`src/rtl/or1200_vlx_byte_stuffer.sv`:
```
// ============================================================================
// Module   : or1200_vlx_byte_stuffer
// Purpose  : Buffers packed VLX output bytes and stores them to data memory
//            one at a time, optionally inserting 0x00 after every 0xFF.
//            Optional stuffing enabled by defining VLX_BYTE_STUFF_EN.
// Revision : 1.0 - initial release
// ============================================================================
`default_nettype none

module or1200_vlx_byte_stuffer #(
  parameter int DEPTH = 4,
  parameter int AW    = 2
) (
  input  logic        clk_i,
  input  logic        rst_i,
  input  logic        byte_valid_i,
  input  logic [7:0]  byte_i,
  output logic        byte_ready_o,
  input  logic        set_init_addr_i,
  input  logic [31:0] addr_i,
  input  logic        ack_i,
  output logic        store_byte_o,
  output logic [31:0] vlx_addr_o,
  output logic [31:0] dat_o,
  output logic        busy_o,
  output logic [15:0] stuff_cnt_o
);

`ifdef VLX_BYTE_STUFF_EN
  localparam bit STUFF_EN = 1'b1;
`else
  localparam bit STUFF_EN = 1'b0;
`endif

  localparam logic [AW:0]   FULL    = (AW+1)'(DEPTH);
  localparam logic [AW:0]   CNT_ONE = (AW+1)'(1);
  localparam logic [AW-1:0] PTR_ONE = AW'(1);

  typedef enum logic [1:0] {
    IDLE  = 2'd0,
    STORE = 2'd1,
    STUFF = 2'd2
  } state_t;

  state_t        state, state_next;
  logic [7:0]    mem [DEPTH];
  logic [AW-1:0] wr_ptr, rd_ptr;
  logic [AW:0]   count, count_next;
  logic [31:0]   vlx_addr;
  logic          push, pop;
  logic [7:0]    head;

  assign head         = mem[rd_ptr];
  assign byte_ready_o = (count != FULL);
  assign push         = byte_valid_i & byte_ready_o;
  assign pop          = (state == STORE) & ack_i;

  always_comb begin
    count_next = count;
    case ({push, pop})
      2'b10:   count_next = count + CNT_ONE;
      2'b01:   count_next = count - CNT_ONE;
      default: count_next = count;
    endcase
  end

  // Storage is not reset; entries are only ever read behind a valid count.
  always_ff @(posedge clk_i) begin
    if (push) mem[wr_ptr] <= byte_i;
  end

  always_ff @(posedge clk_i) begin
    if (rst_i) begin
      wr_ptr   <= '0;
      rd_ptr   <= '0;
      count    <= '0;
      state    <= IDLE;
      vlx_addr <= 32'h0;
    end else begin
      if (push) wr_ptr <= wr_ptr + PTR_ONE;
      if (pop)  rd_ptr <= rd_ptr + PTR_ONE;
      count <= count_next;
      state <= state_next;
      // An address load takes priority over the post-ack increment.
      if (set_init_addr_i)
        vlx_addr <= addr_i;
      else if (ack_i && state != IDLE)
        vlx_addr <= vlx_addr + 32'd1;
    end
  end

  always_comb begin
    state_next = state;
    case (state)
      IDLE: begin
        if (count != '0) state_next = STORE;
      end
      STORE: begin
        if (ack_i) begin
          if (STUFF_EN && head == 8'hFF)
            state_next = STUFF;
          else if (count_next != '0)
            state_next = STORE;
          else
            state_next = IDLE;
        end
      end
      STUFF: begin
        if (ack_i) state_next = (count != '0) ? STORE : IDLE;
      end
      default: state_next = IDLE;
    endcase
  end

  assign store_byte_o = (state != IDLE);
  assign dat_o        = (state == STORE) ? {4{head}} : 32'h0;
  assign vlx_addr_o   = vlx_addr;
  assign busy_o       = (count != '0) | (state != IDLE);

`ifdef VLX_BYTE_STUFF_EN
  logic [15:0] stuff_cnt;

  always_ff @(posedge clk_i) begin
    if (rst_i)
      stuff_cnt <= 16'h0;
    else if (state == STUFF && ack_i && stuff_cnt != 16'hFFFF)
      stuff_cnt <= stuff_cnt + 16'd1;
  end

  assign stuff_cnt_o = stuff_cnt;
`else
  assign stuff_cnt_o = 16'h0;
`endif

endmodule

`default_nettype wire

```
`config.mk`:
```
export PLATFORM = sky130hd
export DESIGN_NAME = or1200_vlx_byte_stuffer
export DESIGN_NICKNAME = d
export VERILOG_FILES = /design/src/rtl/or1200_vlx_byte_stuffer.sv
export SDC_FILE = /design/constraint.sdc
export NUM_CORES = 1
export LEC_CHECK = 0
export BUFFER_PORTS_ARGS = -buffer_cell sky130_fd_sc_hd__buf_2
export CAP_MARGIN = 20
export CORE_ASPECT_RATIO = 0.9
export CORE_MARGIN = 2
export CORE_UTILIZATION = 40
export DETAILED_ROUTE_END_ITERATION = 10
export PLACE_DENSITY = 0.61
export RECOVER_POWER = 25
export SETUP_SLACK_MARGIN = 0.02
export SYNTH_ARGS = -nofsm -noshare
export SYNTH_HDL_FRONTEND = slang
export SYNTH_SLANG_ARGS = --single-unit
```
`constraint.sdc`:
```
create_clock -name clk_i -period 2.89 [get_ports clk_i]
set_input_delay 0.4335 -clock clk_i [delete_from_list [all_inputs] [get_ports clk_i]]
set_output_delay 0.4335 -clock clk_i [all_outputs]
set_load 0.005 [all_outputs]
```
Word-level counts from Yosys, hierarchy flattened
Memory sizes are Yosys's and may differ from the RTL's. A register that Yosys moved wholly into a read port is not among the register bits.
Cells that the tools add are included.
Cells by class
  eq/ne operators: 8
  bitwise gates (word level): 3
  $add $sub $neg: 5
  reduce and logical (&&, ||, !) cells: 7
  multiplexer cells: 14
Operator list (number)
  2-to-1 mux 32 bit: 3
  adder 32 x 1 -> 32 bit, second input constant: 1
  2-to-1 mux 2 bit: 5
  != test 2 bit, second input constant: 3
  case mux 2 bit (3 select lines): 1
  case mux 3 bit (2 select lines): 1
  nonzero test 3 bit: 2
  adder 2 x 1 -> 2 bit, second input constant: 2
  equality test 2 x 1 -> 1 bit, second input constant: 2
  equality test 2 bit, second input constant: 2
  2-to-1 mux 1 bit: 4
  nonzero test 2 bit: 2
  adder 3 x 1 -> 3 bit, second input constant: 1
  != test 3 bit, second input constant: 1
  AND reduction 3 bit: 1
  subtractor 3 x 1 -> 3 bit, second input constant: 1
  AND 1 bit: 2
  zero test 2 bit: 1
  logical AND 1 bit: 1
  bitwise OR 1 bit: 1
Storage, ports and cells
  word-level logic and storage cells: 43
  memories kept: 1
  flip-flop bits (word level): 41
  RAM bits: 32
  output and inout bits: 83
  input port bits: 45
Memories
  mem: words 4, bits a word 8, read ports 1, clocked after Yosys merged registers in 1, write ports 1, line 46  | logic [7:0] mem [DEPTH];

Longest topological paths before layout
Gate-level depths: netlist of the first run.
  depth in word-level cells: 8
  depth in mapped cells: 9

Least setup slack after synthesis of the first run
Ideal clock, no wire load.
  kind: reg-to-reg
  start point: reg vlx_addr[7], in the netlist vlx_addr_o[7]
  end point: reg vlx_addr[26], in the netlist vlx_addr_o[26]
  data arrival time: 2032 ps
  slack: 767 ps
  period minus slack after synthesis: 2123 ps
  library setup time: 91 ps
  stages on the path, launching flop included: 7
  buffers on the path: 2
  path through: dfxtp_1 -> nand4_2 -> buf_6 -> or4_1 -> buf_2 -> or4_1 -> a311oi_1
Between the ends
  cells in the longest elaborated chain, start to end: 3
Ends and longest elaborated chain
  from (decl): line 49  | logic [31:0] vlx_addr;
  from (signal assigned): line 86  | vlx_addr <= addr_i;
  from (signal assigned): line 88  | vlx_addr <= vlx_addr + 32'd1;
  adder 32 x 1 -> 32 bit: line 88
  2-to-1 mux 32 bit: line 87  | else if (ack_i && state != IDLE)
  2-to-1 mux 32 bit: line 85  | if (set_init_addr_i)
Every way passes these cells. The select of a mux whose other input is x is not followed.
A chain may end at the register's enable or synchronous reset.

==> out/qor.csv, run 1 <==
metric;value;unit
rsz0062_at_grt;false;
setup_ws;0.497;ns
skew;0.0118;ns
ir_drop;0.296;mV
setup_viol;0;
hp-class;input pin to register;
drv_slew;0;
gr-usage-all-layers;0.187;
first_iter_violations;166;
fillers;955;
final-instance-count-excl-fill;603;
critPathArrivalTime;1.96;ns
cp_top_family;flip-flops;
grt_max_degree;28;
cts_sinks;74;
die_x;108;um
worst_slew_pin_slew;0.802;ns
fin_nets;524;
drc;0;
maxCapViolations;0;
syn_inst;389;
antenna_found_initial;0;
dpl-instance-area;4350;sq um
ys_warn_count;0;
ant_nets;0;
initial_core_util;0.407;
clock_latency;0.36;ns
regToRegSetupSlack;0.51;ns
numPortBuffers;111;
cts_root_buffer;clkbuf_8;
setup_tns;0;ns
via_per_inst;5.32;
drt-total-wl;9.57;mm
design_area;4530;sq um
regArea;1800;sq um
synth_ff_type;dfxtp_1;
postCtsSetupBuffers;0;
grt_pass1_wl;15.2;mm
wl_per_cell;15.9;um
place_hpwl;6.88;mm
p_per_area;612;nW/um^2
row_count;34;
globalRoute.totalOverflow;0;
leakage;0.00183;uW
async_flop_share;0;
end_kind;primary output;
final_common_cell;buf_2;
synth-seq-cells;74;
hold_buffers;0;
min_period;2.39;ns
htreeDepth;3;
cts_buffers;9;
critPathLaunchType;register;
critPathMaxStageDelay;0.66;ns
ys_types;51;
syn-cell-area;3920;sq um
first_pass_iters;4;
final_core_util;0.472;
io_pins;128;
ys_seq_area_frac;0.460;
worstSetupPathType;register to primary output;
dieHeight;97.9;um
grt_pass1_vias;3000;
cp_max_fo;8;
cts_tree;done;
syn_avg_cell_area;10.1;sq um
critPathRequiredTime;2.46;ns
n_antenna_cell;0;
drive_gt1_frac;0.281;
via_count;3207;
multi_input_area;1740;sq um
die_area;10600;sq um
relSlewSlack;0.461;
status;finished clean;
clockBufferDepth;2;
synth_edf_count;32;
period_share;0.828;
critical_path.n_buffers_inverters;1;
fmaxAchievable;418;MHz
slowest_stage;dfxtp_1;
crit_path_cell_trace;mux4_2, and2_1, buf_2;
cts_resized;0;
layout_common_cells;buf_2, dfxtp_1, nor2_1;
clk_pin_slew;0.08;ns
core;9610;sq um
place_ws;0.527;ns
dpl.cell_count;587;
finalHoldViolations;0;
syn_to_final_growth;15.7;%
place.gp.congestion;0.839;
-- final timing paths --
path / startpoint / endpoint / depth (start not counted)
worst max-delay path: register / dat_o[6] / 3
worst min-delay path: addr_i[2] / vlx_addr_o[2] / 2
worst max register to register: vlx_addr_o[7] / vlx_addr_o[24] / 4
worst min register to register: wr_ptr[1] / wr_ptr[1] / 2
-- through the flow --
step	hold WS, ns	power, uW
5_1_grt	0.302	2940
3_3_place_gp	0.486	1960
2_1_floorplan	0.469	1810
4_1_cts	0.274	2800
6_report	0.306	2770
3_5_place_dp	0.492	1980
-- flip-flops by register name (all words and copies together), names as in the netlist, named ones only --
register and cells:
wr_ptr 2, vlx_addr_o 32, rd_ptr 2, mem 32, state 1, count 3
-- area by class of cell --
cell class | instances | area share
Tap cell | 126 | 0.0348
Sequential cell | 74 | 0.397
Timing Repair Buffer | 117 | 0.129
Clock inverter | 7 | 0.0168
Clock buffer | 9 | 0.0273
Inverter | 14 | 0.0116
Multi-Input combinational cell | 256 | 0.383
-- kinds of logic after synthesis --
logic type | synth area share
and+or+nand+nor | 0.196
DFF | 0.460
buffers and inverters | 0.111
AOI/OAI and AO/OA | 0.118
xor gates and xnor gates | 0.0380
muxes | 0.0511
adders and majority gates | 0.0243
other | 0.000957
-- synth_stat cells (all sizes together) (12+ instances only) --
cell | n | area share
buf | 43 | 0.082
dfxtp | 42 | 0.21
nor2 | 37 | 0.035
edfxtp | 32 | 0.25
nand2 | 22 | 0.021
clkbuf | 17 | 0.016
a211oi | 16 | 0.031
nand3 | 14 | 0.019
inv | 13 | 0.012
and2 | 12 | 0.019
nor4 | 12 | 0.019
-- layer usage --
layer	GRT usage	vias to the layer above	part of all wire
li1	-	1552	-
met3	0.0554	7	0.094
met4	0.0621	0	0.0089
met1	0.263	1497	0.46
met5	0	-	0
met2	0.277	151	0.43
-- power breakdown --
part / total (uW) / leakage (uW) / internal (uW) / switching, uW
registers: 1310 / 0.000642 / 1200 / 107
clock network: 828 / 0.0000979 / 404 / 423
logic: 640 / 0.00109 / 316 / 325
Note: power is estimated with default switching activity, not from simulation.
==> run 2: changes to the inputs <==
--- a/config.mk
+++ b/config.mk
@@ -11,7 +11,7 @@
 export CORE_MARGIN = 2
 export CORE_UTILIZATION = 40
 export DETAILED_ROUTE_END_ITERATION = 10
-export PLACE_DENSITY = 0.61
+export PLACE_DENSITY = 0.64
 export RECOVER_POWER = 25
 export SETUP_SLACK_MARGIN = 0.02
 export SYNTH_ARGS = -nofsm -noshare
==> constraint.sdc (replaced) <==
create_clock -name clk_i -period 2 [get_ports clk_i]
set_input_delay 0.3 -clock clk_i [delete_from_list [all_inputs] [get_ports clk_i]]
set_output_delay 0.3 -clock clk_i [all_outputs]
set_load 0.005 [all_outputs]
==> out/qor.csv, run 2 (synthesized netlist as in run 1, its figures left out) <==
metric;value;unit
status;finished clean;
clock_latency;0.35;ns
min-delay-start;addr_i[2];
drt-total-wl;10.0;mm
holdPathStages;2;
min_period;1.93;ns
dpl-instance-area;4640;sq um
drv_slew;0;
numPortBuffers;111;
ir_drop;0.323;mV
syn_to_final_growth;26.4;%
wl_per_cell;15.8;um
maxCapViolations;0;
regToRegSetupSlack;0.07;ns
fin_nets;558;
leakage;0.00204;uW
hold_buffers;0;
gr-usage-all-layers;0.189;
grt_max_degree;23;
grt_pass1_wl;15.6;mm
hp-class;input pin to register;
globalRoute.totalOverflow;0;
cts_sinks;74;
multi_input_area;1830;sq um
ant_nets;0;
layout_common_cells;buf_2, buf_4, nor2_1;
htreeDepth;3;
clk_pin_slew;0.08;ns
initial_core_util;0.407;
first_iter_violations;176;
relSlewSlack;0.573;
fillers;917;
reg2reg_from;count[1];
grt_pass1_vias;3145;
fmaxAchievable;519;MHz
drc;0;
final_common_cell;buf_2;
critPathLaunchType;register;
period_share;0.964;
via_count;3379;
core;9610;sq um
design_area;4950;sq um
r2r_end;state[0];
setup_viol;0;
cts_buffers;9;
r2r_cells;8;
place_ws;-0.00845;ns
n_antenna_cell;0;
finalHoldViolations;0;
setup_tns;0;ns
worst_slew_pin_slew;0.639;ns
power.total;4290;uW
die_area;10600;sq um
io_pins;128;
regArea;1830;sq um
slowest_stage;mux4_2;
clockBufferDepth;2;
cp_max_fo;8;
cts_tree;done;
place_hpwl;7.32;mm
crit_path_cell_trace;buf_12, mux4_2, and2_4, buf_2;
cts_root_buffer;clkbuf_8;
critPathRequiredTime;1.70;ns
dieHeight;97.9;um
drive_gt1_frac;0.409;
row_count;34;
critPathMaxStageDelay;0.50;ns
place.gp.congestion;0.869;
end_kind;primary output;
min_to;vlx_addr_o[2];
via_per_inst;5.30;
die_x;108;um
worstSetupPathType;register to primary output;
antenna_found_initial;0;
setup_ws;0.0725;ns
skew;0.00553;ns
final_core_util;0.515;
critPathArrivalTime;1.63;ns
p_per_area;866;nW/um^2
rsz0062_at_grt;true;
first_pass_iters;4;
-- run 2: changes by cell type in the layout (fill, tap and decap cells not counted), sizes merged --
cell / previous run / this run
inv: 15 / 14
bufinv: 1 / 2
clkinv: 4 / 3
clkbuf: 20 / 19
buf: 106 / 142
-- run 2: power by group --
| group | total, uW | internal [uW] | switching [uW] | leakage [uW] |
|---|---|---|---|---|
| Clock | 1280 | 707 | 575 | 0.000107 |
| Sequential | 1860 | 1740 | 116 | 0.000648 |
| Combinational | 1150 | 598 | 549 | 0.00128 |
| Total | 4290 | 3050 | 1240 | 0.00204 |
-- run 2: through the flow --
step | hold slack (ns) | instances
floorplan | 0.399 | 404
global placement | 0.497 | 618
detailed placement | 0.498 | 618
CTS | 0.151 | 634
global route | 0.173 | 637
finish | 0.192 | 637
-- run 2: layer usage --
layer / share of wire / GRT usage / vias up
met5: 0 / 0 / -
met1: 0.45 / 0.270 / 1620
met2: 0.46 / 0.286 / 127
met4: 0.013 / 0.0552 / 0
met3: 0.077 / 0.0454 / 13
li1: - / - / 1619
-- run 2: worst max-delay path, delay by kind of cell (launching register included) --
kind,cells,cell delay [ns]
buffers and inverters,2,0.26
flip-flops,1,0.34
multiplexers,1,0.50
AND/OR/NAND/NOR,1,0.18
-- run 2: cell type report --
type,count,share of cell area
Inverter,14,0.0111
Tap cell,126,0.0318
Timing Repair Buffer,151,0.173
Clock inverter,6,0.0182
Multi-Input combinational cell,256,0.370
Sequential cell,74,0.370
Clock buffer,10,0.0258
-- run 2: what timing repair did --
item | 4_1_cts | 5_1_grt
setup buffers | 0 | 3
pin swaps | 2 | 4
gates resized for setup | 7 | 24
setup endpoints to repair | 34 | 39
-- run 2: worst max-delay path by stage --
stage / endpoint / cells after the start
after floorplan: vlx_addr_o[24] / 5
after global placement: state[0] / 9
after detailed placement: state[0] / 9
after CTS: state[0] / 8
after global routing: state[0] / 8
final: dat_o[13] / 4
==> run 3: changes to the inputs <==
--- a/config.mk
+++ b/config.mk
@@ -11,7 +11,7 @@
 export CORE_MARGIN = 2
 export CORE_UTILIZATION = 40
 export DETAILED_ROUTE_END_ITERATION = 10
-export PLACE_DENSITY = 0.64
+export PLACE_DENSITY = 0.61
 export RECOVER_POWER = 25
 export SETUP_SLACK_MARGIN = 0.02
 export SYNTH_ARGS = -nofsm -noshare
==> constraint.sdc (replaced) <==
create_clock -name clk_i -period 1.8 [get_ports clk_i]
set_input_delay 0.27 -clock clk_i [delete_from_list [all_inputs] [get_ports clk_i]]
set_output_delay 0.27 -clock clk_i [all_outputs]
set_load 0.005 [all_outputs]
==> out/qor.csv, run 3 (synthesized netlist as in run 1, its figures left out) <==
metric;value;unit
status;finished with violations;
violations;setup timing;
whs;0.147;ns
drive_gt1_frac;0.459;
via_count;3460;
ant_nets;0;
die_area;10600;sq um
skew;0.0117;ns
dieHeight;97.9;um
worstSetupPathType;register to primary output;
cts_sinks;74;
die_x;108;um
clk_pin_slew;0.08;ns
p_per_area;933;nW/um^2
critPathLaunchType;register;
p_comb_frac;0.328;
switchingPower;1490;uW
row_count;34;
clkPwrFrac;0.262;
internal_power;3520;uW
min_period;1.90;ns
syn_to_final_growth;37.3;%
clock_latency;0.35;ns
drt-total-wl;10.4;mm
final_common_cell;buf_2;
leakage;0.00219;uW
place_hpwl;7.62;mm
cts_root_buffer;clkbuf_8;
place.gp.congestion;0.856;
place_ws;-0.109;ns
io_pins;128;
globalRoute.totalOverflow;0;
slowest_stage;mux4_2;
cp_top_family;multiplexers;
layout_common_cells;buf_2, buf_4, nor2_1;
crit_path_cell_trace;buf_12, mux4_2, and2_4, buf_6;
gr-usage-all-layers;0.198;
antenna_found_initial;0;
first_pass_iters;5;
grt_pass1_vias;3326;
critPathRequiredTime;1.53;ns
grt_max_degree;27;
critPathArrivalTime;1.63;ns
setup_ws;-0.103;ns
hold_buffers;0;
grt_pass1_wl;16.3;mm
first_iter_violations;155;
period_share;1.06;
rsz0062_at_grt;true;
fin_nets;574;
critPathMaxStageDelay;0.51;ns
pwr-share-seq;0.410;
htreeDepth;3;
hp-class;input pin to register;
drc;0;
drv_slew;0;
initial_core_util;0.407;
setup_viol;35;
critical_path.n_buffers_inverters;2;
fmaxAchievable;525;MHz
switching_share;0.297;
wl_per_cell;15.9;um
cts_buffers;9;
cp_max_fo;8;
maxCapViolations;0;
fillers;853;
finalHoldViolations;0;
end_kind;primary output;
clockBufferDepth;2;
cts_tree;done;
n_antenna_cell;0;
ir_drop;0.466;mV
via_per_inst;5.30;
core;9610;sq um
numPortBuffers;111;
-- run 3: changes by cell type in the layout (fill, tap and decap cells not counted), sizes merged --
cell and delta:
buf +17, bufinv -1, clkbuf -2, clkinv +1, inv +1
-- run 3: repair_timing --
| item | 4_1_cts | 5_1_grt |
|---|---|---|
| hold endpoints to repair | 0 | 0 |
| setup endpoints to repair | 43 | 48 |
| resized for setup | 25 | 44 |
| pin swaps | 13 | 11 |
| setup buffers | 1 | 2 |
-- run 3: final timing paths --
kind / from / to / slack [ns] / cells after the start
max: register / dat_o[1] / -0.10 / 4
min: addr_i[2] / vlx_addr_o[2] / 0.15 / 2
max reg2reg: count[1] / state[0] / -0.09 / 8
min reg2reg: wr_ptr[1] / wr_ptr[1] / 0.50 / 2
-- run 3: through the flow --
| step | utilization | power, uW | cell area [sq um] | cells | setup TNS (ns) |
|---|---|---|---|---|---|
| finish | 0.559 | 5020 | 5380 | 653 | -2.71 |
| detailed placement | 0.501 | 3380 | 4810 | 634 | -0.225 |
| global route | 0.559 | 5280 | 5380 | 653 | -4.74 |
| floorplan | - | 2990 | 4090 | 404 | -0.524 |
| global placement | 0.501 | 3340 | 4810 | 634 | -0.155 |
| CTS | 0.534 | 4830 | 5130 | 651 | -3.42 |
-- run 3: per-layer routing --
metal,vias to the layer above,GRT usage,wire [um]
met4,0,0.0700,154
met3,12,0.0340,588
li1,1654,-,-
met5,-,0,0
met1,1669,0.274,4780
met2,125,0.313,4870
-- run 3: final cells by class --
type	count	area, sq um	area share
timing repair buffer	167	1200	0.223
tap	126	158	0.0293
sequential	74	1840	0.342
inverter	14	55.1	0.0102
multi-input combinational	256	1930	0.358
clock buffer	9	124	0.0230
clock inverter	7	76.3	0.0142
-- run 3: power by group through the flow --
stage	Combinational [uW]	Sequential [uW]	Clock [uW]
final	1640	2060	1320
after global routing	1790	2080	1420
after CTS	1440	2060	1340
after detailed placement	1290	2090	0
after global placement	1270	2080	0
after floorplan	883	2110	0
